## config.mk

```make
export PLATFORM = sky130hd
export DESIGN_NAME = updown_count_ctrl
export DESIGN_NICKNAME = d
export VERILOG_FILES = /design/src/rtl/updown_ctrl_pkg.sv /design/src/rtl/updown_counter_core.sv /design/src/rtl/updown_count_ctrl.sv
export SDC_FILE = /design/constraint.sdc
export NUM_CORES = 1
export LEC_CHECK = 0
export CAP_MARGIN = 20
export CORE_AREA = 4 4 73 75
export CTS_CLUSTER_DIAMETER = 150
export DETAILED_ROUTE_END_ITERATION = 6
export DIE_AREA = 0 0 77 79
export PLACE_DENSITY_LB_ADDON = 0.1
export SLEW_MARGIN = 20
export SYNTH_ARGS = -nofsm -noshare
export SYNTH_HDL_FRONTEND = slang
export SYNTH_SLANG_ARGS = --single-unit
```

## constraint.sdc

```tcl
create_clock -name clk -period 2 [get_ports clk]
set_input_delay 0.5 -clock clk [delete_from_list [all_inputs] [get_ports clk]]
set_output_delay 0.5 -clock clk [all_outputs]
set_load 0.02 [all_outputs]
```

## src/rtl/updown_ctrl_pkg.sv

```systemverilog
// Shared types and defaults for the supervised up/down counter sequencer.
//   ctrl_state_t : sequencer FSM states
//   DEF_WIDTH    : default counter/bound width
package updown_ctrl_pkg;

    localparam int unsigned DEF_WIDTH = 4;

    typedef enum logic [1:0] {
        IDLE = 2'd0,
        RUN  = 2'd1,
        HOLD = 2'd2,
        DONE = 2'd3
    } ctrl_state_t;

endpackage

```

## src/rtl/updown_counter_core.sv

```systemverilog
// WIDTH-bit synchronous up/down counter owned by the sequencer datapath.
// Ports:
//   clk      : rising-edge clock
//   clr      : synchronous active-high reset (q -> 0)
//   load     : load load_val (wins over en)
//   load_val : value to load
//   en       : step by one in the direction given by up
//   up       : 1 = increment, 0 = decrement
//   q        : current count
module updown_counter_core
    import updown_ctrl_pkg::*;
#(
    parameter int unsigned WIDTH = DEF_WIDTH
) (
    input  logic             clk,
    input  logic             clr,
    input  logic             load,
    input  logic [WIDTH-1:0] load_val,
    input  logic             en,
    input  logic             up,
    output logic [WIDTH-1:0] q
);

    logic [WIDTH-1:0] q_q;
    logic [WIDTH-1:0] q_d;

    // Next count: load has priority over stepping.
    always_comb begin
        q_d = q_q;
        if (load) begin
            q_d = load_val;
        end else if (en) begin
            q_d = up ? (q_q + WIDTH'(1)) : (q_q - WIDTH'(1));
        end
    end

    always_ff @(posedge clk) begin
        if (clr) begin
            q_q <= '0;
        end else begin
            q_q <= q_d;
        end
    end

    assign q = q_q;

endmodule

```

## src/rtl/updown_count_ctrl.sv

```systemverilog
// Sequencer that steps a WIDTH-bit counter between a captured low and high
// bound at a prescaled rate and reports completion.
// Optional feature macro: PINGPONG_EN (bounce between bounds forever instead
// of a single pass; only abort or clr end the sequence).
// Ports:
//   clk, clr          : clock and synchronous active-high reset
//   start             : begin a sequence (IDLE only)
//   cfg_lo/hi/dir     : bounds and direction captured on an accepted start
//   pause             : freeze count and prescaler while high
//   abort             : return to IDLE without a done pulse
//   count, dir        : current count and direction
//   busy              : in RUN or HOLD
//   done              : one-cycle completion pulse (DONE state)
//   tc                : count sits at the terminal bound
//   err               : one-cycle pulse for a start with cfg_lo > cfg_hi
module updown_count_ctrl
    import updown_ctrl_pkg::*;
#(
    parameter int unsigned WIDTH    = DEF_WIDTH,
    parameter int unsigned PRESCALE = 1
) (
    input  logic             clk,
    input  logic             clr,
    input  logic             start,
    input  logic [WIDTH-1:0] cfg_lo,
    input  logic [WIDTH-1:0] cfg_hi,
    input  logic             cfg_dir,
    input  logic             pause,
    input  logic             abort,
    output logic [WIDTH-1:0] count,
    output logic             dir,
    output logic             busy,
    output logic             done,
    output logic             tc,
    output logic             err
);

    localparam int unsigned PSC_W = (PRESCALE > 1) ? $clog2(PRESCALE) : 1;
    localparam logic [PSC_W-1:0] PSC_LAST = PSC_W'(PRESCALE - 1);

    ctrl_state_t      state_q, state_d;
    logic [PSC_W-1:0] psc_q, psc_d;
    logic [WIDTH-1:0] lo_q, lo_d;
    logic [WIDTH-1:0] hi_q, hi_d;
    logic             dir_q, dir_d;
    logic             err_q, err_d;

    logic             cnt_load;
    logic [WIDTH-1:0] cnt_load_val;
    logic             cnt_en;
    logic [WIDTH-1:0] cnt;
    logic [WIDTH-1:0] end_val;
    logic [WIDTH-1:0] step_val;
    logic             tick;

    assign end_val  = dir_q ? lo_q : hi_q;
    assign step_val = dir_q ? (cnt - WIDTH'(1)) : (cnt + WIDTH'(1));
    assign tick     = (psc_q == PSC_LAST);

    // Next-state, bound capture and counter control.
    always_comb begin
        state_d      = state_q;
        psc_d        = psc_q;
        lo_d         = lo_q;
        hi_d         = hi_q;
        dir_d        = dir_q;
        err_d        = 1'b0;
        cnt_load     = 1'b0;
        cnt_load_val = cnt;
        cnt_en       = 1'b0;

        case (state_q)
            IDLE: begin
                if (start) begin
                    if (cfg_lo > cfg_hi) begin
                        err_d = 1'b1;
                    end else begin
                        lo_d         = cfg_lo;
                        hi_d         = cfg_hi;
                        dir_d        = cfg_dir;
                        cnt_load     = 1'b1;
                        cnt_load_val = cfg_dir ? cfg_hi : cfg_lo;
                        psc_d        = '0;
`ifdef PINGPONG_EN
                        state_d      = RUN;
`else
                        state_d      = (cfg_lo == cfg_hi) ? DONE : RUN;
`endif
                    end
                end
            end

            // HOLD with pause released behaves like RUN on the same edge, so
            // the sequence is delayed by exactly the cycles pause was high.
            RUN, HOLD: begin
                if (abort) begin
                    state_d = IDLE;
                end else if (pause) begin
                    state_d = HOLD;
                end else begin
                    state_d = RUN;
                    if (tick) begin
                        psc_d = '0;
`ifdef PINGPONG_EN
                        // Degenerate lo==hi range parks the count at the bound.
                        if (lo_q != hi_q) begin
                            cnt_en = 1'b1;
                            if (step_val == end_val) begin
                                dir_d = ~dir_q;
                            end
                        end
`else
                        cnt_en = 1'b1;
                        if (step_val == end_val) begin
                            state_d = DONE;
                        end
`endif
                    end else begin
                        psc_d = psc_q + PSC_W'(1);
                    end
                end
            end

            DONE: begin
                state_d = IDLE;
            end

            default: begin
                state_d = IDLE;
            end
        endcase
    end

    always_ff @(posedge clk) begin
        if (clr) begin
            state_q <= IDLE;
            psc_q   <= '0;
            lo_q    <= '0;
            hi_q    <= '0;
            dir_q   <= 1'b0;
            err_q   <= 1'b0;
        end else begin
            state_q <= state_d;
            psc_q   <= psc_d;
            lo_q    <= lo_d;
            hi_q    <= hi_d;
            dir_q   <= dir_d;
            err_q   <= err_d;
        end
    end

    updown_counter_core #(
        .WIDTH (WIDTH)
    ) u_core (
        .clk      (clk),
        .clr      (clr),
        .load     (cnt_load),
        .load_val (cnt_load_val),
        .en       (cnt_en),
        .up       (~dir_q),
        .q        (cnt)
    );

    // Status outputs decoded from registered state.
    assign count = cnt;
    assign dir   = dir_q;
    assign busy  = (state_q == RUN) || (state_q == HOLD);
    assign done  = (state_q == DONE);
    assign err   = err_q;
`ifdef PINGPONG_EN
    assign tc    = busy && ((cnt == lo_q) || (cnt == hi_q));
`else
    assign tc    = (state_q != IDLE) && (cnt == end_val);
`endif

endmodule

```

== After elaboration in Yosys (flattened, before gate mapping) ==
Cells that the tools add are included.
Storage, ports and cells
  word-level logic and storage cells: 69
  register bits after elaboration: 17
  input bits: 14
  output and inout port bits: 9
Operators by class
  reductions and logical operators: 12
  magnitude comparators: 1
  equality and inequality tests: 13
  bitwise operators: 3
  $add $sub $neg: 3
  muxes and demuxes: 30
Operators by type and width (count)
  2-to-1 mux 4 bit: 8
  2-to-1 mux 2 bit: 7
  2-to-1 mux 1 bit: 13
  equality test 4 bit: 3
  != test 2 bit (second input constant): 6
  one-hot mux 2 bit (3 select lines): 1
  nonzero test 2 bit: 3
  AND reduction 5 bit: 1
  adder 4 x 1 -> 4 bit (second input constant): 1
  equality test 2 bit (second input constant): 2
  greater-than comparator 4 bit: 1
  AND reduction 4 bit: 1
  subtractor 4 x 1 -> 4 bit (second input constant): 1
  NOT 1 bit: 3
  AND reduction 3 bit: 1
  OR reduction 3 bit: 1
  equality test 2 x 1 -> 1 bit (second input constant): 1
  zero test 2 bit: 1
  != test 2 x 1 -> 1 bit (second input constant): 1
  one-hot mux 1 bit (2 select lines): 1
  AND reduction 2 bit: 1
  OR reduction 2 bit: 1
  adder 1 bit (second input constant): 1
  logical AND 1 bit: 1
  logical OR 1 bit: 1

== Logic depth before layout (Yosys ltp) ==
Gate-level depths: netlist (run 1).
  depth in word-level cells: 8
  depth in mapped cells: 8
  mapped depth without buffers: 7

== Modules after synthesis ==
A second synthesis (run 1) with hierarchy kept.
Second synthesis, totals
  cells, all modules: 132
  area total of the unflattened synthesis: 1203.7 um^2
By module, submodules not included
  updown_count_ctrl: area each 908.4 um^2, sequential area each 240.2 um^2, cells each 102, times used 1
  updown_counter_core: area each 295.3 um^2, sequential area each 80.1 um^2, cells each 30, times used 1

== Worst setup path after synthesis (run 1) ==
Ideal clock, no wire load.
  path kind: register to output
  from: reg dir_q (netlist: dir)
  to: out tc
  data required time: 1500 ps
  arrival: 1708 ps
  path buffers: 1
  slack: -208 ps
  stages on the path, launching flop included: 6
  cells stage by stage: dfxtp_1 -> buf_6 -> mux2i_1 -> xor2_1 -> nand3_1 -> nor3_1
Between the ends
  word-level cells in the longest chain between the ends: 3
RTL lines
  start, declared: RTL line updown_count_ctrl.sv:45  | logic dir_q, dir_d;
  start signal, assigned: RTL line updown_count_ctrl.sv:147  | dir_q <= dir_d;
  2-to-1 mux 4 bit: RTL line updown_count_ctrl.sv:56  | assign end_val = dir_q ? lo_q : hi_q;
  equality test 4 bit: RTL line updown_count_ctrl.sv:173  | assign tc = (state_q != IDLE) && (cnt == end_val);
  logical AND 1 bit: RTL line updown_count_ctrl.sv:173
  end, declared: RTL line updown_count_ctrl.sv:34  | output logic tc,
No other way between the ends.

== Worst setup path in the final report (run 1) ==
Ends and elaborated chain as after synthesis.

==> results of run 1 <==
## final cells by class
type	instances	area share
Sequential cell	16	0.1677
Timing Repair Buffer	64	0.2785
Clock buffer	4	0.02850
Inverter	7	0.01360
Tap cell	54	0.03497
Multi-Input combinational cell	96	0.4767
## worst max-delay path, delay by kind of cell (launching register included)
kind,cells,cell delay (ns)
flip-flops,1,0.40
XOR/XNOR,1,0.12
buffers and inverters,2,0.34
multiplexers,1,0.27
AND/OR/NAND/NOR,1,0.17
## sequential cells by signal, indices dropped and copies added, names as in the netlist
| name | cells |
|---|---|
| hi_q | 4 |
| dir | 1 |
| state_q | 2 |
| u_core.q | 4 |
| err | 1 |
| lo_q | 4 |
## through the flow
| stage | utilization | hold WS [ns] |
|---|---|---|
| final | 0.4145 | 0.5256 |
| after global routing | 0.4145 | 0.5511 |
| after CTS | 0.4054 | 0.5174 |
| after detailed placement | 0.3482 | 0.4915 |
| after global placement | 0.3482 | 0.4804 |
| after floorplan | - | 0.4627 |
## synth_stat cells, drive strengths merged
library cell  number
dfxtp             16
nor2              16
mux2i             13
ha                 9
a211oi             8
inv                7
nand2              6
xnor2              5
buf                4
o21ai              4
xor2               4
nor2b              3
nor3               3
nand3              2
nand3b             2
nand4              2
o311ai             2
or3                2
a21o               1
a221o              1
a311oi             1
and2b              1
and3               1
and4               1
clkbuf             1
fa                 1
nand2b             1
nand4b             1
nor3b              1
nor4               1
o21a               1
o31a               1
o31ai              1
xnor3              1
## how the worst max path moves through the flow
stage               slack [ns]     endpoint       from
detailed placement       -0.54  u_core.q[1]  cfg_hi[1]
global placement         -0.48  u_core.q[1]  cfg_lo[0]
floorplan                 0.02      hi_q[0]  cfg_hi[1]
CTS                      -0.04           tc        dir
finish                   -0.04           tc        dir
global route             -0.12           tc        dir
## layer usage
metal	vias up	global-route usage	share of wire
met2	19	0.1838	0.49
met1	516	0.1337	0.46
li1	573	-	-
met5	-	0	0
met4	0	0.03203	0.0060
met3	2	0.02381	0.042
## power by group through the flow
stage / clock network [mW] / logic [mW] / registers [mW]
after floorplan: 0 / 0.692 / 0.514
after global placement: 0 / 1.21 / 0.466
after detailed placement: 0 / 1.21 / 0.466
after CTS: 0.295 / 1.41 / 0.466
after global routing: 0.306 / 1.56 / 0.480
final: 0.281 / 1.43 / 0.468
## cells by family after synthesis
family / Yosys count
xor+xnor: 10
mux: 13
fa+ha+maj: 10
simple gates: 43
flops: 16
compound gates: 20
buf+inv: 12
## repair_timing
item,4_1_cts,5_1_grt
pin swaps,16,12
setup buffers,9,6
resized for setup,51,17
setup endpoints to repair,18,16
cloned,2,0
hold endpoints to repair,0,0
==> summary.txt, run 1 <==
Run status
  • Outcome: complete, but fails checks
  • Failing checks: negative setup slack

Global route
  • First-pass GRT wire length: 5209 um
  • Vias in the first global route: 1088
  • Total congestion overflow: 0
  • Initial antenna violation count: 0
  • Largest net degree at the start of global routing: 15
  • Global Route Usage Sum: 0.1068

Floorplan
  • I/O Pins: 23
  • Die W: 77 um
  • Initial core utilization: 0.2448
  • Die H: 79 um
  • # rows: 25
  • Die ar.: 6083 um^2
  • Area of the core: 4661 um^2

Synthesis
  • Mux share of post-synthesis cell area: 0.1140
  • Synth top area share: 0.2807
  • Simple-gate share of the synthesized area: 0.1963
  • Compound-Gate Fraction of Synth Area: 0.1513
  • Largest cells by area after synthesis: dfxtp_1, mux2i_1, ha_1, a211oi_1, nor2_1
  • Sequential share of the synthesized area: 0.2807
  • Synth Register Bits: 16
  • Yosys top cell by area: dfxtp_1
  • Syn Nets: 148
  • Ys Warns: 0
  • Avg Cell Area, Syn: 9.202 um^2
  • Cell count after synthesis: 124
  • Largest family of logic cells by synthesized area: simple AND/OR/NAND/NOR gates
  • Cell Area, Synth: 1141 um^2
  • Post-synthesis xor/xnor area fraction: 0.08882
  • Adder-cell share of the synthesized area: 0.1162
  • Post-synthesis cell type count: 37

Setup path
  • R2r startpoint: dir
  • Worst R2R End: u_core.q[3]
  • CP max stage cell: dfxtp_4
  • CP Capture Type: primary output
  • Crit start category: flop
  • Worst EP arrival: 1.54 ns
  • R2R Setup Slk: 0.13 ns
  • Crit-path cells: buf_4, mux2i_4, xnor2_1, nor3_4, buf_6
  • CP max stage delay: 0.40 ns
  • Worst Path Max Fanout: 8
  • Critical path type: flop to primary output
  • Cells on worst reg2reg path: 7
  • CP Data Required Time: 1.50 ns

Cells and area
  • Storage element area: 324.1 um^2
  • Synth-to-layout area growth: 69.30%
  • Final #Nets: 212
  • Post-route cell area: 1932 um^2
  • Fin cells: 241
  • Area of the multi-input gates: 920.9 um^2
  • Layout cells sized above 1: 0.4439
  • Antenna diode instance count: 0
  • Leading cell type in the layout, fill and taps excluded: buf_4
  • Most frequent cells in the layout: buf_4, nor2_1, dfxtp_1, clkdlybuf4s50_1, mux2i_1
  • Fill cell count: 470

Placement
  • Placed insts: 222
  • DP HPWL: 2333 um
  • GPL Wtd Cong: 0.7974
  • Post-DP Area: 1623 um^2
  • Pre-CTS setup slack: -0.5380 ns
  • PortBufs: 22

Routing
  • Wire per inst: 13.18 um
  • Initial DRC count: 33
  • First-pass DRT Iterations: 4
  • ANT nets after route: 0
  • Routed WL: 3177 um
  • Via count: 1110
  • Drt drc: 0
  • Via density: 4.606

Pwr
  • Clock power frac: 0.129
  • Internal power: 1.348 mW
  • PD cells: 1128 nW/um^2
  • Design Power: 2.179 mW
  • Lkg Pwr: 0.8533 nW
  • Combinational share of power: 0.656
  • Reg power frac: 0.215
  • Switch share: 0.3815
  • Peak supply drop: 0.2992 mV
  • Net switching power: 0.8313 mW

CTS
  • Longest Clk Path Bufs: 2
  • Clock-pin slew on the worst setup and hold paths: 0.06 ns
  • Clk sink count: 16
  • CTS tree: done
  • Clk_lat worst skew: 0.24 ns
  • CTS buffer count: 3
  • H-tree levels: 1
  • Root Buffer: clkbuf_8
  • Hold-fix buffers, CTS: 0

Timing
  • Setup_tns: -0.04258 ns
  • PnR worst setup slack: -0.04258 ns
  • Setup-failing EPs final: 1
  • Final period util: 1.021
  • Slew Viols, Final: 0
  • Post-Route Skew: 0.001046 ns
  • Final Hold Vio Count: 0
  • F_max: 0.4896 GHz
  • Slew margin rel.: 0.7322
  • Slew @ Worst Pin: 0.4004 ns
  • Final min period: 2.043 ns
  • RSZ-0062 raised after global routing: true

Worst hold path
  • Hold Path Sink: hi_q[0]
  • Hold Crit Depth: 2
  • HP Class: flop to flop
  • Min-Delay Startpoint: hi_q[0]

Job
  • Max cap viols: 0
No activity file was read; power rests on OpenSTA's default activity.
==> run 2: changes to the inputs <==
==> constraint.sdc (replaced) <==
create_clock -name clk -period 2 [get_ports clk]
set_input_delay 0.6 -clock clk [delete_from_list [all_inputs] [get_ports clk]]
set_output_delay 0.6 -clock clk [all_outputs]
set_load 0.02 [all_outputs]
==> run 2 against run 1 <==
- the run still ends with negative setup slack left
- hold slack worse by 0.020 ns
- final cell count down 1.2%
- final area is 3.3% lower
- register-to-register slack improved by 0.02 ns
- largest power group unchanged
- highest routed layer unchanged
==> summary.txt, run 2 (same netlist as run 1, synthesis figures left out) <==
Routing
  • Initial DRC count: 45 (+36%)
  • Drt drc: 0 (unchanged)
  • Routed WL: 3137 um (-1.3%)
  • First-pass DRT Iterations: 4 (unchanged)
  • Via count: 1095 (-1.4%)
  • ANT nets after route: 0 (unchanged)
  • Wire per inst: 13.18 um (about the same)
  • Via density: 4.601 (-0.11%)

Pwr
  • PD cells: 1118 nW/um^2 (-0.87%)
  • Clock power frac: 0.136 (+0.007)
  • Internal power: 1.275 mW (-5.4%)
  • Net switching power: 0.8140 mW (-2.1%)
  • Lkg Pwr: 0.8232 nW (-3.5%)
  • Peak supply drop: 0.3553 mV (+19%)
  • Switch share: 0.3897 (+0.008223)
  • Combinational share of power: 0.646 (-0.010)
  • Reg power frac: 0.218 (+0.003)

Cells and area
  • Synth-to-layout area growth: 63.71%
  • Final #Nets: 209 (-1.4%)
  • Antenna diode instance count: 0 (unchanged)
  • Leading cell type in the layout, fill and taps excluded: buf_4
  • Layout cells sized above 1: 0.4130 (-0.03081)
  • Util after Layout: 0.4008 (-0.01369)
  • Most frequent cells in the layout: buf_4, nor2_1, dfxtp_1, mux2i_1, clkdlybuf4s50_1

Floorplan
  • # rows: 25 (unchanged)
  • Area of the core: 4661 um^2 (unchanged)
  • I/O Pins: 23 (unchanged)
  • Initial core utilization: 0.2448 (unchanged)
  • Die ar.: 6083 um^2 (unchanged)
  • Die W: 77 um (unchanged)
  • Die H: 79 um (unchanged)

Placement
  • PortBufs: 22 (unchanged)
  • Pre-CTS setup slack: -0.6653 ns (-0.1273 ns)
  • GPL Wtd Cong: 0.8142 (+2.1%)
  • DP HPWL: 2483 um (+6.4%)

Global route
  • Initial antenna violation count: 0 (unchanged)
  • Total congestion overflow: 0 (unchanged)
  • Vias in the first global route: 1130 (+3.9%)
  • Largest net degree at the start of global routing: 15 (unchanged)
  • First-pass GRT wire length: 5319 um (+2.1%)
  • Global Route Usage Sum: 0.1100 (+0.003109)

Job
  • Max cap viols: 0 (unchanged)

Timing
  • Slew @ Worst Pin: 0.4337 ns (+0.03329 ns)
  • Slew margin rel.: 0.7099 (-0.02226)
  • PnR worst setup slack: -0.1838 ns (-0.1413 ns)
  • Slew Viols, Final: 0 (unchanged)
  • F_max: 0.4579 GHz (-6.5%)
  • Final Hold Vio Count: 0 (unchanged)
  • Final period util: 1.092 (+0.07063)
  • Setup-failing EPs final: 1 (unchanged)
  • RSZ-0062 raised after global routing: true
  • Post-Route Skew: 0.001612 ns (+0.0005663 ns)
  • Final hold slack: 0.5057 ns (-0.01994 ns)
  • Final min period: 2.184 ns (+0.1413 ns)

Run status
  • Failing checks: negative setup slack
  • Outcome: complete, but fails checks

Setup path
  • CP Capture Type: primary output
  • Worst Path Max Fanout: 5 (-3)
  • CP Data Required Time: 1.40 ns (-0.10 ns)
  • Crit-path cells: mux2i_2, xor2_1, nand3_1, nor3_4, buf_6
  • Worst EP arrival: 1.58 ns (+0.04 ns)
  • CP max stage delay: 0.39 ns (about the same)
  • CP max stage cell: dfxtp_4
  • Buf/Inv on CP: 1 (-1)
  • Critical path's top delay family: flip-flops
  • Crit start category: flop
  • Critical path type: flop to primary output

Worst hold path
  • HP Class: flop to flop

CTS
  • H-tree levels: 1 (unchanged)
  • Longest Clk Path Bufs: 2 (unchanged)
  • Root Buffer: clkbuf_8
  • Clock-pin slew on the worst setup and hold paths: 0.06 ns (about the same)
  • Clk_lat worst skew: 0.25 ns (about the same)
  • CTS tree: done
  • CTS buffer count: 3 (unchanged)
  • Hold-fix buffers, CTS: 0 (unchanged)
  • Clk sink count: 16 (unchanged)
==> run 2: changes by cell type in the layout (fill, tap and decap cells not counted), moves of 2 or more <==
cell | before | now
a211oi_2 | 7 | 4
a211oi_1 | 1 | 3
dlygate4sd2_1 | 1 | 3
mux2i_1 | 8 | 10
==> run 2: power by group through the flow <==
stage / sequential (mW) / clock [mW] / combinational, mW
3_5_place_dp: 0.457 / 0 / 1.29
5_1_grt: 0.466 / 0.309 / 1.48
3_3_place_gp: 0.455 / 0 / 1.29
4_1_cts: 0.453 / 0.295 / 1.42
2_1_floorplan: 0.514 / 0 / 0.708
6_report: 0.455 / 0.284 / 1.35
==> run 2: final timing paths <==
path,from,endpoint,slack [ns],cells after the start
worst max register to register,dir,state_q[1],0.15,9
worst min register to register,hi_q[0],hi_q[0],0.51,2
worst min-delay path,hi_q[0],hi_q[0],0.51,2
worst max-delay path,dir,tc,-0.18,5
==> run 2: cell type report <==
| cell class | count | area, um^2 |
|---|---|---|
| fillers | 462 | 2793 |
| multi-input cells | 96 | 893.4 |
| repair buffers | 61 | 494.2 |
| flip-flops and latches | 16 | 324.1 |
| well taps | 54 | 67.56 |
| clock buffers | 4 | 55.05 |
| inverters | 7 | 33.78 |
==> run 2: worst reg2reg max path, delay by kind of cell (launching register included) <==
kind                      cells  cell delay, ns
buffers and inverters         4            0.42
and+or+nand+nor               2            0.21
muxes                         1            0.24
DFF                           1            0.39
xor gates and xnor gates      2            0.46
==> run 2: repair_timing <==
action                     4_1_cts  5_1_grt
setup buffers                   11        0
pin swaps                       20       10
resized for setup               51        7
setup endpoints to repair       20       15
gates cloned                     1        0
==> run 2: layer usage <==
layer	vias to the layer above	track usage	share of wire	routed length (um)
li1	564	-	-	-
met1	507	0.1398	0.46	1451
met2	22	0.1916	0.49	1529
met3	2	0.01134	0.038	119
met4	0	0.04270	0.011	36
met5	-	0	0	0
==> run 2: through the flow <==
stage / cells / instance area (um^2) / power [mW] / TNS (ns)
final: 238 / 1868 / 2.089 / -0.1838
after global routing: 238 / 1868 / 2.256 / -0.2573
after CTS: 241 / 1914 / 2.172 / -0.1984
after detailed placement: 226 / 1724 / 1.747 / -10.08
after global placement: 226 / 1724 / 1.743 / -9.081
after floorplan: 124 / 1225 / 1.222 / -0.3415
==> run 3: changes to the inputs <==
- GPL_TIMING_DRIVEN: unset -> 1
==> results of run 3 <==
Same layout as run 2: the final DEF is identical, and so are final timing and power.
